File: config.mk
export PLATFORM = sky130hd
export DESIGN_NAME = core_sequencer_flat
export DESIGN_NICKNAME = d
export VERILOG_FILES = /design/src/rtl/core_sequencer_if.sv /design/src/rtl/core_sequencer.sv /design/src/flat_wrapper.sv
export SDC_FILE = /design/constraint.sdc
export NUM_CORES = 1
export LEC_CHECK = 0
export ABC_CLOCK_PERIOD_IN_PS = 2700
export CAP_MARGIN = 20
export CORE_ASPECT_RATIO = 1.75
export CORE_MARGIN = 2
export CORE_UTILIZATION = 35
export DETAILED_ROUTE_END_ITERATION = 6
export GPL_ROUTABILITY_DRIVEN = 0
export PLACE_DENSITY_LB_ADDON = 0.25
export SLEW_MARGIN = 30
export SYNTH_ARGS = -nofsm -noshare
export SYNTH_HDL_FRONTEND = slang
export SYNTH_SLANG_ARGS = --single-unit
File: constraint.sdc
create_clock -name clk -period 2.7 [get_ports clk]
set_input_delay 0.675 -clock clk [delete_from_list [all_inputs] [get_ports clk]]
set_output_delay 0.675 -clock clk [all_outputs]
set_load 0.01 [all_outputs]
File: src/rtl/core_sequencer_if.sv
// -----------------------------------------------------------------------------
// core_sequencer_if
//   Single-port memory bus between the instruction sequencer (master) and the
//   memory (slave).
//
//   Handshake: the master raises mem_req together with mem_addr, mem_we and
//   mem_wdata. It holds all of them stable until it samples mem_ready=1 on a
//   rising clock edge. Exactly one transfer completes on each edge where
//   mem_req=1 and mem_ready=1. For reads, mem_rdata is valid only on that
//   edge. The master ignores mem_ready whenever mem_req=0. mem_req never
//   depends combinationally on mem_ready.
//
//   Signals:
//     mem_addr  [ADDR_W]  access address               (master -> slave)
//     mem_req             access request               (master -> slave)
//     mem_we              write qualifier for mem_req  (master -> slave)
//     mem_wdata [DATA_W]  write data                   (master -> slave)
//     mem_ready           transfer completes this edge (slave -> master)
//     mem_rdata [DATA_W]  read data                    (slave -> master)
// -----------------------------------------------------------------------------
interface core_sequencer_if #(
  parameter int DATA_W = 16,
  parameter int ADDR_W = 24
);
  logic [ADDR_W-1:0] mem_addr;
  logic              mem_req;
  logic              mem_we;
  logic [DATA_W-1:0] mem_wdata;
  logic              mem_ready;
  logic [DATA_W-1:0] mem_rdata;

  modport master (
    output mem_addr, mem_req, mem_we, mem_wdata,
    input  mem_ready, mem_rdata
  );

  modport slave (
    input  mem_addr, mem_req, mem_we, mem_wdata,
    output mem_ready, mem_rdata
  );
endinterface

File: src/rtl/core_sequencer.sv
// -----------------------------------------------------------------------------
// core_sequencer
//   Multi-cycle instruction sequencer for the 16-bit core. It owns the PC and
//   the instruction and operand registers. It fetches one- and two-word
//   instructions over a wait-state-tolerant memory bus and performs
//   load/store/wr data accesses. It resolves beq/j control flow and presents
//   each instruction to the datapath with a one-cycle exec_valid strobe.
//
//   Ports:
//     clk, rst_n      clock (rising edge), asynchronous active-low reset
//     bus             memory bus, master side (see core_sequencer_if)
//     reg_a [DATA_W]  datapath A port: store/wr write data
//     reg_b [DATA_W]  datapath B port: wr address
//     eq_flag         ALU equality flag, used only by beq in EXEC
//     instr [DATA_W]  current first instruction word
//     operand[DATA_W] second instruction word (two-word ops), else 0
//     load_data       data returned by the last load
//     load_we         one-cycle pulse: write load_data to register instr[11:8]
//     exec_valid      one-cycle pulse while in EXEC
//     pc [PC_W]       current PC
//     dbg_state [3]   FSM state (BOOT=0 FETCH=1 FETCH2=2 MEM=3 EXEC=4)
// -----------------------------------------------------------------------------
module core_sequencer #(
  parameter int              DATA_W   = 16,
  parameter int              PC_W     = 16,
  parameter int              ADDR_W   = 24,
  parameter logic [PC_W-1:0] RESET_PC = '0
) (
  input  logic                clk,
  input  logic                rst_n,
  core_sequencer_if.master    bus,
  input  logic [DATA_W-1:0]   reg_a,
  input  logic [DATA_W-1:0]   reg_b,
  input  logic                eq_flag,
  output logic [DATA_W-1:0]   instr,
  output logic [DATA_W-1:0]   operand,
  output logic [DATA_W-1:0]   load_data,
  output logic                load_we,
  output logic                exec_valid,
  output logic [PC_W-1:0]     pc,
  output logic [2:0]          dbg_state
);

  localparam int BANK_W = ADDR_W - PC_W;

  localparam logic [3:0] OP_LOAD  = 4'd3;
  localparam logic [3:0] OP_STORE = 4'd4;
  localparam logic [3:0] OP_BEQ   = 4'd7;
  localparam logic [3:0] OP_J     = 4'd8;
  localparam logic [3:0] OP_WR    = 4'd14;

  typedef enum logic [2:0] {
    S_BOOT   = 3'd0,
    S_FETCH  = 3'd1,
    S_FETCH2 = 3'd2,
    S_MEM    = 3'd3,
    S_EXEC   = 3'd4
  } state_t;

  state_t state, state_nx;

  logic [3:0]        op;        // opcode of the latched instruction
  logic [3:0]        fetch_op;  // opcode of the word arriving in FETCH
  logic [PC_W-1:0]   pc_p1;
  logic [PC_W-1:0]   pc_p2;
  logic [ADDR_W-1:0] data_addr;
  logic [ADDR_W-1:0] wr_addr;

  function automatic logic is_two_word(input logic [3:0] o);
    return (o == OP_LOAD) || (o == OP_STORE) || (o == OP_BEQ);
  endfunction

  assign op       = instr[15:12];
  assign fetch_op = bus.mem_rdata[15:12];
  assign pc_p1    = pc + PC_W'(1);   // wraps modulo 2^PC_W
  assign pc_p2    = pc + PC_W'(2);

  // load/store address: bank bits come from the low instruction bits, the
  // in-bank offset from the operand word.
  generate
    if (BANK_W > 0) begin : g_bank
      assign data_addr = {instr[BANK_W-1:0], operand[PC_W-1:0]};
    end else begin : g_nobank
      assign data_addr = operand[PC_W-1:0];
    end
  endgenerate

  // wr takes its full address from the B port (truncated or zero-extended).
  assign wr_addr = ADDR_W'(reg_b);

  assign exec_valid = (state == S_EXEC);
  assign dbg_state  = state;

  // Next state and bus outputs. Bus outputs depend on state and registers
  // only, so they stay stable across wait states, and mem_req has no path
  // from mem_ready.
  always_comb begin
    state_nx      = state;
    bus.mem_req   = 1'b0;
    bus.mem_we    = 1'b0;
    bus.mem_addr  = '0;
    bus.mem_wdata = '0;
    case (state)
      S_BOOT: begin
        state_nx = S_FETCH;
      end
      S_FETCH: begin
        bus.mem_req  = 1'b1;
        bus.mem_addr = ADDR_W'(pc);
        if (bus.mem_ready) begin
          if (is_two_word(fetch_op)) state_nx = S_FETCH2;
          else if (fetch_op == OP_WR) state_nx = S_MEM;
          else                        state_nx = S_EXEC;
        end
      end
      S_FETCH2: begin
        bus.mem_req  = 1'b1;
        bus.mem_addr = ADDR_W'(pc_p1);
        if (bus.mem_ready) begin
          state_nx = (op == OP_BEQ) ? S_EXEC : S_MEM;
        end
      end
      S_MEM: begin
        bus.mem_req = 1'b1;
        if (op == OP_WR) begin
          bus.mem_addr  = wr_addr;
          bus.mem_we    = 1'b1;
          bus.mem_wdata = reg_a;
        end else begin
          bus.mem_addr = data_addr;
          if (op == OP_STORE) begin
            bus.mem_we    = 1'b1;
            bus.mem_wdata = reg_a;
          end
        end
        if (bus.mem_ready) state_nx = S_EXEC;
      end
      S_EXEC: begin
        state_nx = S_FETCH;
      end
      default: begin
        state_nx = S_BOOT;
      end
    endcase
  end

  always_ff @(posedge clk or negedge rst_n) begin
    if (!rst_n) begin
      state     <= S_BOOT;
      pc        <= RESET_PC;
      instr     <= '0;
      operand   <= '0;
      load_data <= '0;
      load_we   <= 1'b0;
    end else begin
      state   <= state_nx;
      load_we <= 1'b0;
      case (state)
        S_FETCH: begin
          if (bus.mem_ready) begin
            instr <= bus.mem_rdata;
            if (!is_two_word(fetch_op)) operand <= '0;
          end
        end
        S_FETCH2: begin
          if (bus.mem_ready) operand <= bus.mem_rdata;
        end
        S_MEM: begin
          // load_we is registered so it lands in EXEC alongside exec_valid.
          if (bus.mem_ready && (op == OP_LOAD)) begin
            load_data <= bus.mem_rdata;
            load_we   <= 1'b1;
          end
        end
        S_EXEC: begin
          case (op)
            OP_J:               pc <= PC_W'(instr[11:0]);
            OP_BEQ:             pc <= eq_flag ? operand[PC_W-1:0] : pc_p2;
            OP_LOAD, OP_STORE:  pc <= pc_p2;
            default:            pc <= pc_p1;
          endcase
        end
        default: ;
      endcase
    end
  end

endmodule

File: src/flat_wrapper.sv
// flat-port wrapper written by rule: the top's interface ports become plain ports
module core_sequencer_flat 
#(
  parameter int              DATA_W   = 16,
  parameter int              PC_W     = 16,
  parameter int              ADDR_W   = 24,
  parameter logic [PC_W-1:0] RESET_PC = '0
)
  (clk, rst_n, reg_a, reg_b, eq_flag, instr, operand, load_data, load_we, exec_valid, pc, dbg_state, bus_mem_addr, bus_mem_req, bus_mem_we, bus_mem_wdata, bus_mem_ready, bus_mem_rdata);
  core_sequencer_if #(.DATA_W(DATA_W), .ADDR_W(ADDR_W)) bus_i ();
  input  logic clk;
  input  logic rst_n;
  input  logic [DATA_W-1:0] reg_a;
  input  logic [DATA_W-1:0] reg_b;
  input  logic eq_flag;
  output logic [DATA_W-1:0] instr;
  output logic [DATA_W-1:0] operand;
  output logic [DATA_W-1:0] load_data;
  output logic load_we;
  output logic exec_valid;
  output logic [PC_W-1:0] pc;
  output logic [2:0] dbg_state;
  output wire logic [$bits(bus_i.mem_addr)-1:0] bus_mem_addr;
  output wire logic [$bits(bus_i.mem_req)-1:0] bus_mem_req;
  output wire logic [$bits(bus_i.mem_we)-1:0] bus_mem_we;
  output wire logic [$bits(bus_i.mem_wdata)-1:0] bus_mem_wdata;
  input wire logic [$bits(bus_i.mem_ready)-1:0] bus_mem_ready;
  input wire logic [$bits(bus_i.mem_rdata)-1:0] bus_mem_rdata;
  assign bus_mem_addr = bus_i.mem_addr;
  assign bus_mem_req = bus_i.mem_req;
  assign bus_mem_we = bus_i.mem_we;
  assign bus_mem_wdata = bus_i.mem_wdata;
  assign bus_i.mem_ready = bus_mem_ready;
  assign bus_i.mem_rdata = bus_mem_rdata;
  core_sequencer #(.DATA_W(DATA_W), .PC_W(PC_W), .ADDR_W(ADDR_W), .RESET_PC(RESET_PC)) u_core (.clk(clk), .rst_n(rst_n), .bus(bus_i), .reg_a(reg_a), .reg_b(reg_b), .eq_flag(eq_flag), .instr(instr), .operand(operand), .load_data(load_data), .load_we(load_we), .exec_valid(exec_valid), .pc(pc), .dbg_state(dbg_state));
endmodule
==> results of run 1 <==
## sequential cells by signal, indices dropped and copies added, names as in the netlist
name and cells:
u_core.pc 16, u_core.load_data 16, u_core.instr 16, u_core.operand 16, u_core.dbg_state 3, u_core.load_we 1
## layer usage
layer / share of wire, % / track usage [%] / up-vias
met2: 54 / 44.3 / 248
met3: 6.0 / 3.91 / 57
met5: 0 / 0 / -
met4: 4.2 / 12.8 / 0
met1: 36 / 27.0 / 2508
li1: - / - / 2347
## how the worst max path moves through the flow
| stage | startpoint | endpoint | slack [ns] | cells after the start |
|---|---|---|---|---|
| floorplan | u_core.pc[1] | bus_mem_addr[15] | 0.17 | 6 |
| global placement | u_core.pc[0] | bus_mem_addr[14] | -0.20 | 8 |
| detailed placement | u_core.pc[0] | bus_mem_addr[14] | -0.24 | 8 |
| CTS | u_core.dbg_state[1] | bus_mem_wdata[0] | -0.12 | 10 |
| global route | u_core.pc[0] | bus_mem_addr[13] | -0.16 | 9 |
| finish | u_core.pc[2] | bus_mem_addr[13] | -0.09 | 9 |
## cells in the mapped netlist (all sizes together), types with 3 or more instances
library cell | number | area (sq um)
a211oi | 3 | 22.5
a21oi | 21 | 105
a221oi | 8 | 70.1
a222oi | 6 | 60.1
a22oi | 16 | 120
a31oi | 7 | 43.8
a32oi | 3 | 26.3
and2 | 25 | 156
and3 | 3 | 18.8
buf | 23 | 133
clkbuf | 27 | 101
dfrtp | 68 | 1700
inv | 6 | 22.5
mux2 | 32 | 360
mux2i | 17 | 170
nand2 | 37 | 139
nand3 | 6 | 35.0
nand4 | 7 | 56.3
nand4b | 19 | 166
nor2 | 43 | 161
nor2b | 5 | 31.3
nor3 | 17 | 85.1
nor3b | 4 | 40.0
nor4 | 11 | 68.8
o211ai | 3 | 27.5
o21a | 3 | 22.5
o21ai | 32 | 160
o21bai | 3 | 22.5
o22ai | 4 | 25.0
xnor2 | 10 | 87.6
xor2 | 16 | 140
## timing repair
action                                  4_1_cts  5_1_grt
resized for setup                           122       42
pin swaps                                    10       18
endpoints found under the setup margin       42       21
buffers inserted                             21       17
cloned                                        1        0
endpoints found under the hold margin         0        0
## cell usage in the layout (no fill, tap or decap), types with 8 or more instances in the layout
master / n
dlygate4sd2_1: 13
and2_1: 24
buf_4: 96
nor3_1: 14
clkdlybuf4s50_1: 119
clkbuf_16: 9
dfrtp_1: 68
buf_6: 12
mux2i_1: 13
mux2_2: 32
buf_2: 14
a221oi_1: 8
a22oi_1: 14
nor2_1: 40
o21ai_0: 29
clkdlybuf4s15_1: 9
nand2_1: 35
nand4b_1: 19
xor2_1: 15
xnor2_1: 9
a21oi_1: 19
## worst max-delay path, delay by kind of cell (launching register included)
kind                     cells  cell delay [ns]
AND/OR/NAND/NOR              3             0.47
buffers and inverters        3             0.45
flip-flops                   1             0.42
adder cells (fa/ha/maj)      1             0.17
XOR/XNOR                     1             0.17
AO/OA/AOI/OAI                1             0.08
## logic make-up after synthesis
group / after synthesis
buf+inv: 56
mux: 49
compound gates: 120
flops: 68
simple gates: 188
xor+xnor: 26
fa+ha+maj: 2
## where the power goes
part	switching [W]	internal [W]
Clock	0.000487	0.000823
Combinational	0.00258	0.00251
Sequential	0.000382	0.00137
Total	0.00345	0.00470
## area by class of cell
type	instances	area, sq um
Clock buffer	9	225
Clock inverter	7	105
Fill cell	1156	5270
Inverter	6	22.5
Multi-Input combinational cell	385	2880
Sequential cell	68	1700
Tap cell	171	214
Timing Repair Buffer	274	2450
## metrics by stage
step | power, W | hold WS (ns) | std cells | setup WS, ns
detailed placement | 0.00630 | 0.493 | 866 | -0.241
global placement | 0.00621 | 0.491 | 866 | -0.202
CTS | 0.00788 | 0.382 | 904 | -0.124
global route | 0.00857 | 0.386 | 920 | -0.161
floorplan | 0.00405 | 0.379 | 509 | 0.173
finish | 0.00815 | 0.357 | 920 | -0.0869
==> results.py, run 1 <==
metrics = {
    "yosys": {
        "synth_area_sq_um": 4600,
        "synth-xor-area-share_pct": 4.95,
        "syn_avg_cell_area_sq_um": 9.03,
        "synth_simple_gate_area_share_pct": 22.9,
        "seq_area_frac_synth_pct": 37.0,
        "synthMuxAreaShare_pct": 11.5,
        "synth-compound-area-share_pct": 17.5,
        "synth_seq_cells": 68,
        "netlist_instances": 509,
        "synth.distinct_cells": 60,
        "synth_adder_area_share_pct": 0.544,
        "syn-num-nets": 563,
        "ys_async_sr_fraction_pct": 100,
        "yosysWarnings": 0,
        "synth_top_family_by_area": "simple AND/OR/NAND/NOR gates",
        "synth_flop_cell": "dfrtp_1",
        "synth_edf_count": 0,
    },
    "sta": {
        "fin_crit_ns": 2.79,
        "rsz0062_at_grt": "yes",
        "maxSlewViolCount": 0,
        "post-route-period-util_pct": 103,
        "tightest_slew_ns": 0.643,
        "fin_tns_setup_ns": -0.126,
        "fin_skew_ns": 0.00881,
        "max_freq_mhz": 359,
        "setup_viol_count_final": 3,
        "finalWorstSetupSlack_ns": -0.0869,
        "slew_headroom_pct": 57.1,
        "hold_viol": 0,
    },
    "min_path": {
        "worstHoldPathType": "in -> async",
    },
    "global_routing": {
        "grt_max_degree": 69,
        "grt_pass1_vias": 5090,
        "grt_pass1_wl_microns": 27200,
        "grt_overflow": 0,
        "track_usage_pct": 24.4,
        "antenna_found_initial": 0,
    },
    "die": {
        "pin_count": 163,
        "fp.dieH_microns": 156,
        "rows": 55,
        "initial_core_util_pct": 35.7,
        "die_area_sq_um": 14100,
        "die_w_microns": 90.6,
        "core_area_sq_um": 12900,
    },
    "cts": {
        "clockBufferDepth": 2,
        "clock_sink_count": 68,
        "h-tree-depth": 3,
        "cts_buffers": 9,
        "tritoncts": "done",
        "postCtsHoldBufs": 0,
        "worstSkewPairLatency_ns": 0.33,
        "clkTransAtPathRegs_ns": 0.06,
        "root_buffer": "clkbuf_16",
    },
    "final_layout": {
        "design_area_sq_um": 7600,
        "diodes": 0,
        "drive_above_1_share_pct": 29.2,
        "fin_util_pct": 59.1,
        "area_growth_pct": 65.3,
        "nNetsFinal": 798,
    },
    "setup_path": {
        "reg2reg_to": "u_core.pc[0]",
        "path_cells": "ha_4 > nand4_4 > buf_6 > nor4_4 > buf_4 > xor2_2 > a21oi_2 > nor2_1 > buf_2",
        "worstSetupPathType": "reg -> out",
        "rr_worst_depth": 8,
        "required_ns": 2.03,
        "path_max_fanout": 5,
        "critPathLaunchType": "flip-flop",
        "crit_path_top_delay_cell": "dfrtp_1",
        "max_stage_delay_ns": 0.42,
        "worstPathArrival_ns": 2.11,
        "reg2reg_from": "u_core.instr[13]",
        "cp-end-kind": "primary output",
        "reg2reg_slack_ns": 0.29,
    },
    "drt": {
        "wl_per_cell_microns": 19.6,
        "ant_nets": 0,
        "vias": 5160,
        "wirelength_microns": 18000,
        "dr.pass1.iters": 7,
        "drt_iter0_markers": 449,
        "viasPerCell": 5.61,
        "drc": 25,
    },
    "pwr": {
        "leakagePower_nw": 3.42,
        "peakVddDrop_mv": 0.531,
        "power_density_nw_per_um2": 1070,
    },
    "run_status": {
        "violations": "DRC, setup timing",
        "status": "finished, violations left",
    },
    "placement": {
        "postPlaceCellArea_sq_um": 6800,
        "portBuffers": 162,
        "place_hpwl_microns": 12900,
    },
    "flow_run": {
        "cap_violations": 0,
    },
}
Power figures use the tool's default switching activity.
==> run 2, diff against run 1 <==
==> constraint.sdc (replaced) <==
create_clock -name clk -period 2.7 [get_ports clk]
set_input_delay 0.54 -clock clk [delete_from_list [all_inputs] [get_ports clk]]
set_output_delay 0.54 -clock clk [all_outputs]
set_load 0.01 [all_outputs]
==> run 2 against run 1 <==
Net effect: the flow finishes with violations (DRC); clock power down 16%; core utilization shrank 3.2 points; hold slack got worse by 0.14 ns; worst setup slack better by 0.090 ns; first-iteration DRC count up 8.2%; sequential power about the same; combinational power fell by 7.5%; sequential share of layout area up 1.3 points; maximum frequency grew 3.3%; critical endpoint is now bus_mem_addr[11].
==> results.py, run 2 (same netlist as run 1, synthesis figures left out) <==
metrics = {
    "run_status": {
        "status": "finished, violations left",
        "violations": "DRC",
    },
    "die": {
        "fp.dieH_microns": 156,
        "rows": 55,
        "core_area_sq_um": 12900,
        "pin_count": 163,
        "initial_core_util_pct": 35.7,
        "die_w_microns": 90.6,
        "die_area_sq_um": 14100,
    },
    "setup_path": {
        "cp-end-kind": "primary output",
        "reg2reg_slack_ns": 0.41,
        "reg2reg_from": "u_core.instr[12]",
        "rr_worst_depth": 6,
        "path_max_fanout": 4,
        "reg2reg_to": "u_core.pc[10]",
        "worstPathArrival_ns": 2.16,
        "required_ns": 2.16,
        "worstSetupPathType": "reg -> out",
        "critPathLaunchType": "flip-flop",
    },
    "final_layout": {
        "final_cell_mix": "clkdlybuf4s50_1, dfrtp_1, buf_4",
        "layout_commonest_cell": "clkdlybuf4s50_1",
        "fillers": 1226,
        "seq_area_sq_um": 1700,
        "diodes": 0,
        "area_growth_pct": 56.4,
        "drive_above_1_share_pct": 23.7,
        "multiInputGateArea_sq_um": 2820,
        "nNetsFinal": 761,
    },
    "cts": {
        "tritoncts": "done",
        "clkTransAtPathRegs_ns": 0.06,
        "clock_sink_count": 68,
        "root_buffer": "clkbuf_16",
        "clockBufferDepth": 2,
        "worstSkewPairLatency_ns": 0.34,
        "cts_buffers": 9,
        "postCtsHoldBufs": 0,
        "h-tree-depth": 3,
    },
    "pwr": {
        "leakagePower_nw": 3.24,
        "p_seq_share_pct": 23.1,
        "p_sw_share_pct": 43.5,
        "power_frac_comb_pct": 62.3,
        "power_density_nw_per_um2": 1050,
        "p_sw_w": 0.00329,
        "report.power.total_w": 0.00756,
        "peakVddDrop_mv": 0.465,
        "p_int_w": 0.00427,
        "p_clk_share_pct": 14.6,
    },
    "sta": {
        "slew_headroom_pct": 31.2,
        "maxSlewViolCount": 0,
        "fin_crit_ns": 2.70,
        "tightest_slew_ns": 1.03,
        "fin_skew_ns": 0.00706,
        "hold_viol": 0,
        "post-route-period-util_pct": 99.9,
        "max_freq_mhz": 371,
        "setup_viol_count_final": 0,
        "rsz0062_at_grt": "yes",
        "whs_ns": 0.216,
    },
    "drt": {
        "drc": 9,
        "vias": 5018,
        "dr.pass1.iters": 7,
        "wl_per_cell_microns": 19.7,
        "wirelength_microns": 17400,
        "viasPerCell": 5.68,
        "drt_iter0_markers": 486,
        "ant_nets": 0,
    },
    "global_routing": {
        "grt_max_degree": 40,
        "antenna_found_initial": 0,
        "grt_pass1_wl_microns": 26700,
        "grt_overflow": 0,
        "grt_pass1_vias": 5070,
        "track_usage_pct": 24.0,
    },
    "min_path": {
        "worstHoldPathType": "in -> async",
    },
    "placement": {
        "portBuffers": 162,
        "place_hpwl_microns": 12800,
    },
    "flow_run": {
        "cap_violations": 0,
    },
}
-- run 2: changes by cell type in the layout (fill, tap and decap cells not counted), moves of 3 or more --
cell / previous run / this run
buf_2: 14 / 5
buf_6: 12 / 7
clkinv_4: 1 / 4
buf_4: 96 / 65
dlygate4sd2_1: 13 / 25
clkdlybuf4s15_1: 9 / 2
-- run 2: what timing repair did --
action / in CTS / in global routing
setup buffers: 9 / 7
endpoints found under the setup margin: 32 / 19
resized for setup: 75 / 36
gates cloned: 1 / 0
pin swaps: 5 / 14
hold endpoints to repair: 0 / 0
-- run 2: how the worst max path moves through the flow --
| stage | cells after the start | start | slack [ns] | endpoint |
|---|---|---|---|---|
| 2_1_floorplan | 6 | u_core.pc[1] | 0.31 | bus_mem_addr[15] |
| 6_report | 9 | u_core.pc[1] | 0.003 | bus_mem_addr[11] |
| 3_5_place_dp | 8 | u_core.pc[1] | 0.03 | bus_mem_addr[13] |
| 5_1_grt | 9 | u_core.pc[1] | -0.09 | bus_mem_addr[11] |
| 3_3_place_gp | 4 | reg_b[0] | 0.03 | bus_mem_addr[0] |
| 4_1_cts | 10 | u_core.pc[1] | -0.005 | bus_mem_addr[13] |
-- run 2: worst max-delay path, stage by stage (launching register included) --
cell	delay, ns
dfrtp_2	0.40
buf_6	0.12
ha_4	0.13
nand4_4	0.10
buf_6	0.16
or4_4	0.42
xnor2_1	0.14
a22oi_1	0.14
nor2_1	0.05
buf_2	0.15
-- run 2: metrics by stage --
| stage | std cells | utilization (%) | setup TNS [ns] | area (sq um) | setup WS [ns] |
|---|---|---|---|---|---|
| global route | 883 | 55.9 | -0.165 | 7190 | -0.0869 |
| global placement | 850 | 51.8 | 0 | 6660 | 0.0334 |
| detailed placement | 850 | 51.8 | 0 | 6670 | 0.0289 |
| floorplan | 509 | - | 0 | 4600 | 0.308 |
| finish | 883 | 55.9 | 0 | 7190 | 0.00316 |
| CTS | 876 | 55.0 | -0.00505 | 7070 | -0.00505 |
-- run 2: power groups by stage --
| stage | Combinational, W | Sequential (W) | Clock (W) |
|---|---|---|---|
| floorplan | 0.00225 | 0.00181 | 0 |
| global placement | 0.00439 | 0.00171 | 0 |
| detailed placement | 0.00447 | 0.00173 | 0 |
| CTS | 0.00454 | 0.00173 | 0.00112 |
| global route | 0.00503 | 0.00179 | 0.00118 |
| finish | 0.00471 | 0.00175 | 0.00110 |
-- run 2: layout make-up --
type / instances / area share, %
clock buffers: 10 / 3.18
inverters: 6 / 0.313
well taps: 171 / 2.98
flip-flops and latches: 68 / 23.7
clock inverters: 6 / 0.679
repair buffers: 237 / 30.0
multi-input cells: 385 / 39.2
-- run 2: routing by layer --
metal / GRT usage [%] / vias up / wire length [microns]
li1: - / 2278 / -
met1: 26.4 / 2436 / 6420
met2: 42.9 / 245 / 9240
met3: 4.06 / 59 / 962
met4: 14.3 / 0 / 761
met5: 0 / - / 0
==> run 3, diff against run 2 <==
ABC_CLOCK_PERIOD_IN_PS = 2740   (was 2700)
TNS_END_PERCENT = 30   (was unset)
clock period = 2.74 ns   (was 2.7 ns; I/O delays follow)
==> run 3 against run 2 <==
Net effect: the flow still finishes with violations (DRC); non-clock buffer count is 12 lower; total power fell by 1.2%; worst setup slack improved by 0.013 ns; sequential cell count unchanged; first-iteration DRC count decreased by 6.6%; cell count decreased by 1.4%; count of clock-buffer cells in the layout down 1; sequential power down 3%; critical endpoint is now bus_mem_addr[8].
==> results.py, run 3 (same netlist as run 1, synthesis figures left out) <==
metrics = {
    "drt": {
        "ant_nets": 0,
        "drc": 12,
        "dr.pass1.iters": 7,
        "wirelength_microns": 17200,
        "routedLengthMet1_microns": 6160,
        "viasPerCell": 5.64,
        "met3_wirelength_microns": 1150,
        "dr_wl_met2_microns": 9220,
        "drt_iter0_markers": 454,
        "vias": 4912,
        "routed.top_layer": "met4",
        "wl_per_cell_microns": 19.8,
    },
    "sta": {
        "max_freq_mhz": 367,
        "maxSlewViolCount": 0,
        "tightest_slew_ns": 0.730,
        "whs_ns": 0.220,
        "slew_headroom_pct": 50.9,
        "fin_skew_ns": 0.00646,
        "finalWorstSetupSlack_ns": 0.0161,
        "post-route-period-util_pct": 99.4,
        "setup_viol_count_final": 0,
        "fin_crit_ns": 2.72,
        "hold_viol": 0,
        "rsz0062_at_grt": "yes",
    },
    "pwr": {
        "power_density_nw_per_um2": 1040,
        "report.power.total_w": 0.00747,
        "peakVddDrop_mv": 0.576,
        "leakagePower_nw": 3.49,
    },
    "placement": {
        "postPlaceCellArea_sq_um": 6660,
        "portBuffers": 162,
        "dpl_worst_slack_ns": -0.0165,
        "place_hpwl_microns": 12700,
    },
    "setup_path": {
        "worst-path-buf-inv": 3,
        "critPathLaunchType": "flip-flop",
        "crit_path_top_delay_cell": "dfrtp_1",
        "cp-end-kind": "primary output",
        "max_stage_delay_ns": 0.36,
        "reg2reg_slack_ns": 0.43,
        "path_cells": "buf_4 > ha_2 > nand3_4 > buf_6 > nor3_2 > xnor2_1 > a22oi_1 > nor2_1 > dlygate4sd2_1",
        "required_ns": 2.19,
        "worstSetupPathType": "reg -> out",
        "cp_top_family": "buffers and inverters",
        "worstPathArrival_ns": 2.18,
        "path_max_fanout": 6,
    },
    "cts": {
        "cts_buffers": 9,
        "root_buffer": "clkbuf_16",
        "tritoncts": "done",
        "h-tree-depth": 3,
        "clkTransAtPathRegs_ns": 0.06,
        "clock_sink_count": 68,
        "postCtsHoldBufs": 0,
        "worstSkewPairLatency_ns": 0.34,
        "clockBufferDepth": 2,
    },
    "global_routing": {
        "grt_pass1_wl_microns": 26600,
        "grt_pass1_vias": 4999,
        "grt_overflow": 0,
        "antenna_found_initial": 0,
        "track_usage_pct": 23.7,
        "grt_max_degree": 69,
    },
    "min_path": {
        "worstHoldPathType": "in -> async",
    },
    "die": {
        "rows": 55,
        "pin_count": 163,
        "die_area_sq_um": 14100,
        "fp.dieH_microns": 156,
        "initial_core_util_pct": 35.7,
        "core_area_sq_um": 12900,
        "die_w_microns": 90.6,
    },
    "final_layout": {
        "design_area_sq_um": 7190,
        "fillers": 1175,
        "layout_commonest_cell": "clkdlybuf4s50_1",
        "drive_above_1_share_pct": 20.6,
        "seq_area_sq_um": 1700,
        "diodes": 0,
        "nNetsFinal": 749,
        "multiInputGateArea_sq_um": 2770,
        "area_growth_pct": 56.3,
        "final_cell_mix": "clkdlybuf4s50_1, dfrtp_1, buf_4",
    },
    "flow_run": {
        "cap_violations": 0,
    },
    "run_status": {
        "status": "finished, violations left",
        "violations": "DRC",
    },
}
-- run 3: routing by layer --
layer | global-route usage, % | vias up
li1 | - | 2254
met1 | 26.1 | 2352
met2 | 43.7 | 240
met3 | 4.30 | 66
met4 | 11.1 | 0
met5 | 0 | -
-- run 3: path summary, 6_finish.rpt --
path | cells past startpoint | endpoint | from
min in group clk | 1 | u_core.load_data[3] | u_core.load_data[3]
hold / removal | 2 | u_core.pc[15] | rst_n
setup reg to reg | 7 | u_core.pc[2] | u_core.instr[12]
hold reg to reg | 1 | u_core.load_data[3] | u_core.load_data[3]
setup / recovery | 9 | bus_mem_addr[8] | u_core.pc[1]
max in group asynchronous | 2 | u_core.operand[6] | rst_n
-- run 3: layout make-up --
type                    count  area share [%]
clock buffers               9            3.13
flip-flops and latches     68            23.7
repair buffers            225            30.3
clock inverters             7            1.03
well taps                 171            2.98
multi-input cells         385            38.6
inverters                   6           0.313
-- run 3: worst reg2reg max path, cell delays in order (launching register included) --
cell and delay (ns):
dfrtp_1 0.38, buf_4 0.18, or4b_1 0.65, o211ai_2 0.25, buf_4 0.28, o21a_1 0.13, nor2_1 0.04, nor3_1 0.30
-- run 3: power breakdown --
group | leakage [nW] | switching, W | total (W) | internal, W
clock network | 0.146 | 0.000473 | 0.00118 | 0.000709
logic | 2.48 | 0.00237 | 0.00459 | 0.00222
registers | 0.862 | 0.000354 | 0.00170 | 0.00135
total | 3.49 | 0.00320 | 0.00747 | 0.00427
-- run 3: metrics by stage --
stage / utilization (%) / TNS [ns] / cells
after CTS: 55.1 / -1.12 / 870
after global routing: 55.9 / -0.351 / 871
after floorplan: - / 0 / 509
final: 55.9 / 0 / 871
after global placement: 51.7 / 0 / 849
after detailed placement: 51.7 / -0.0165 / 849
-- run 3: timing repair --
item,4_1_cts,5_1_grt
resized for setup,34,36
setup buffers,5,1
hold endpoints to repair,0,0
gates cloned,0,0
setup endpoints to repair,31,35
pin swaps,5,4
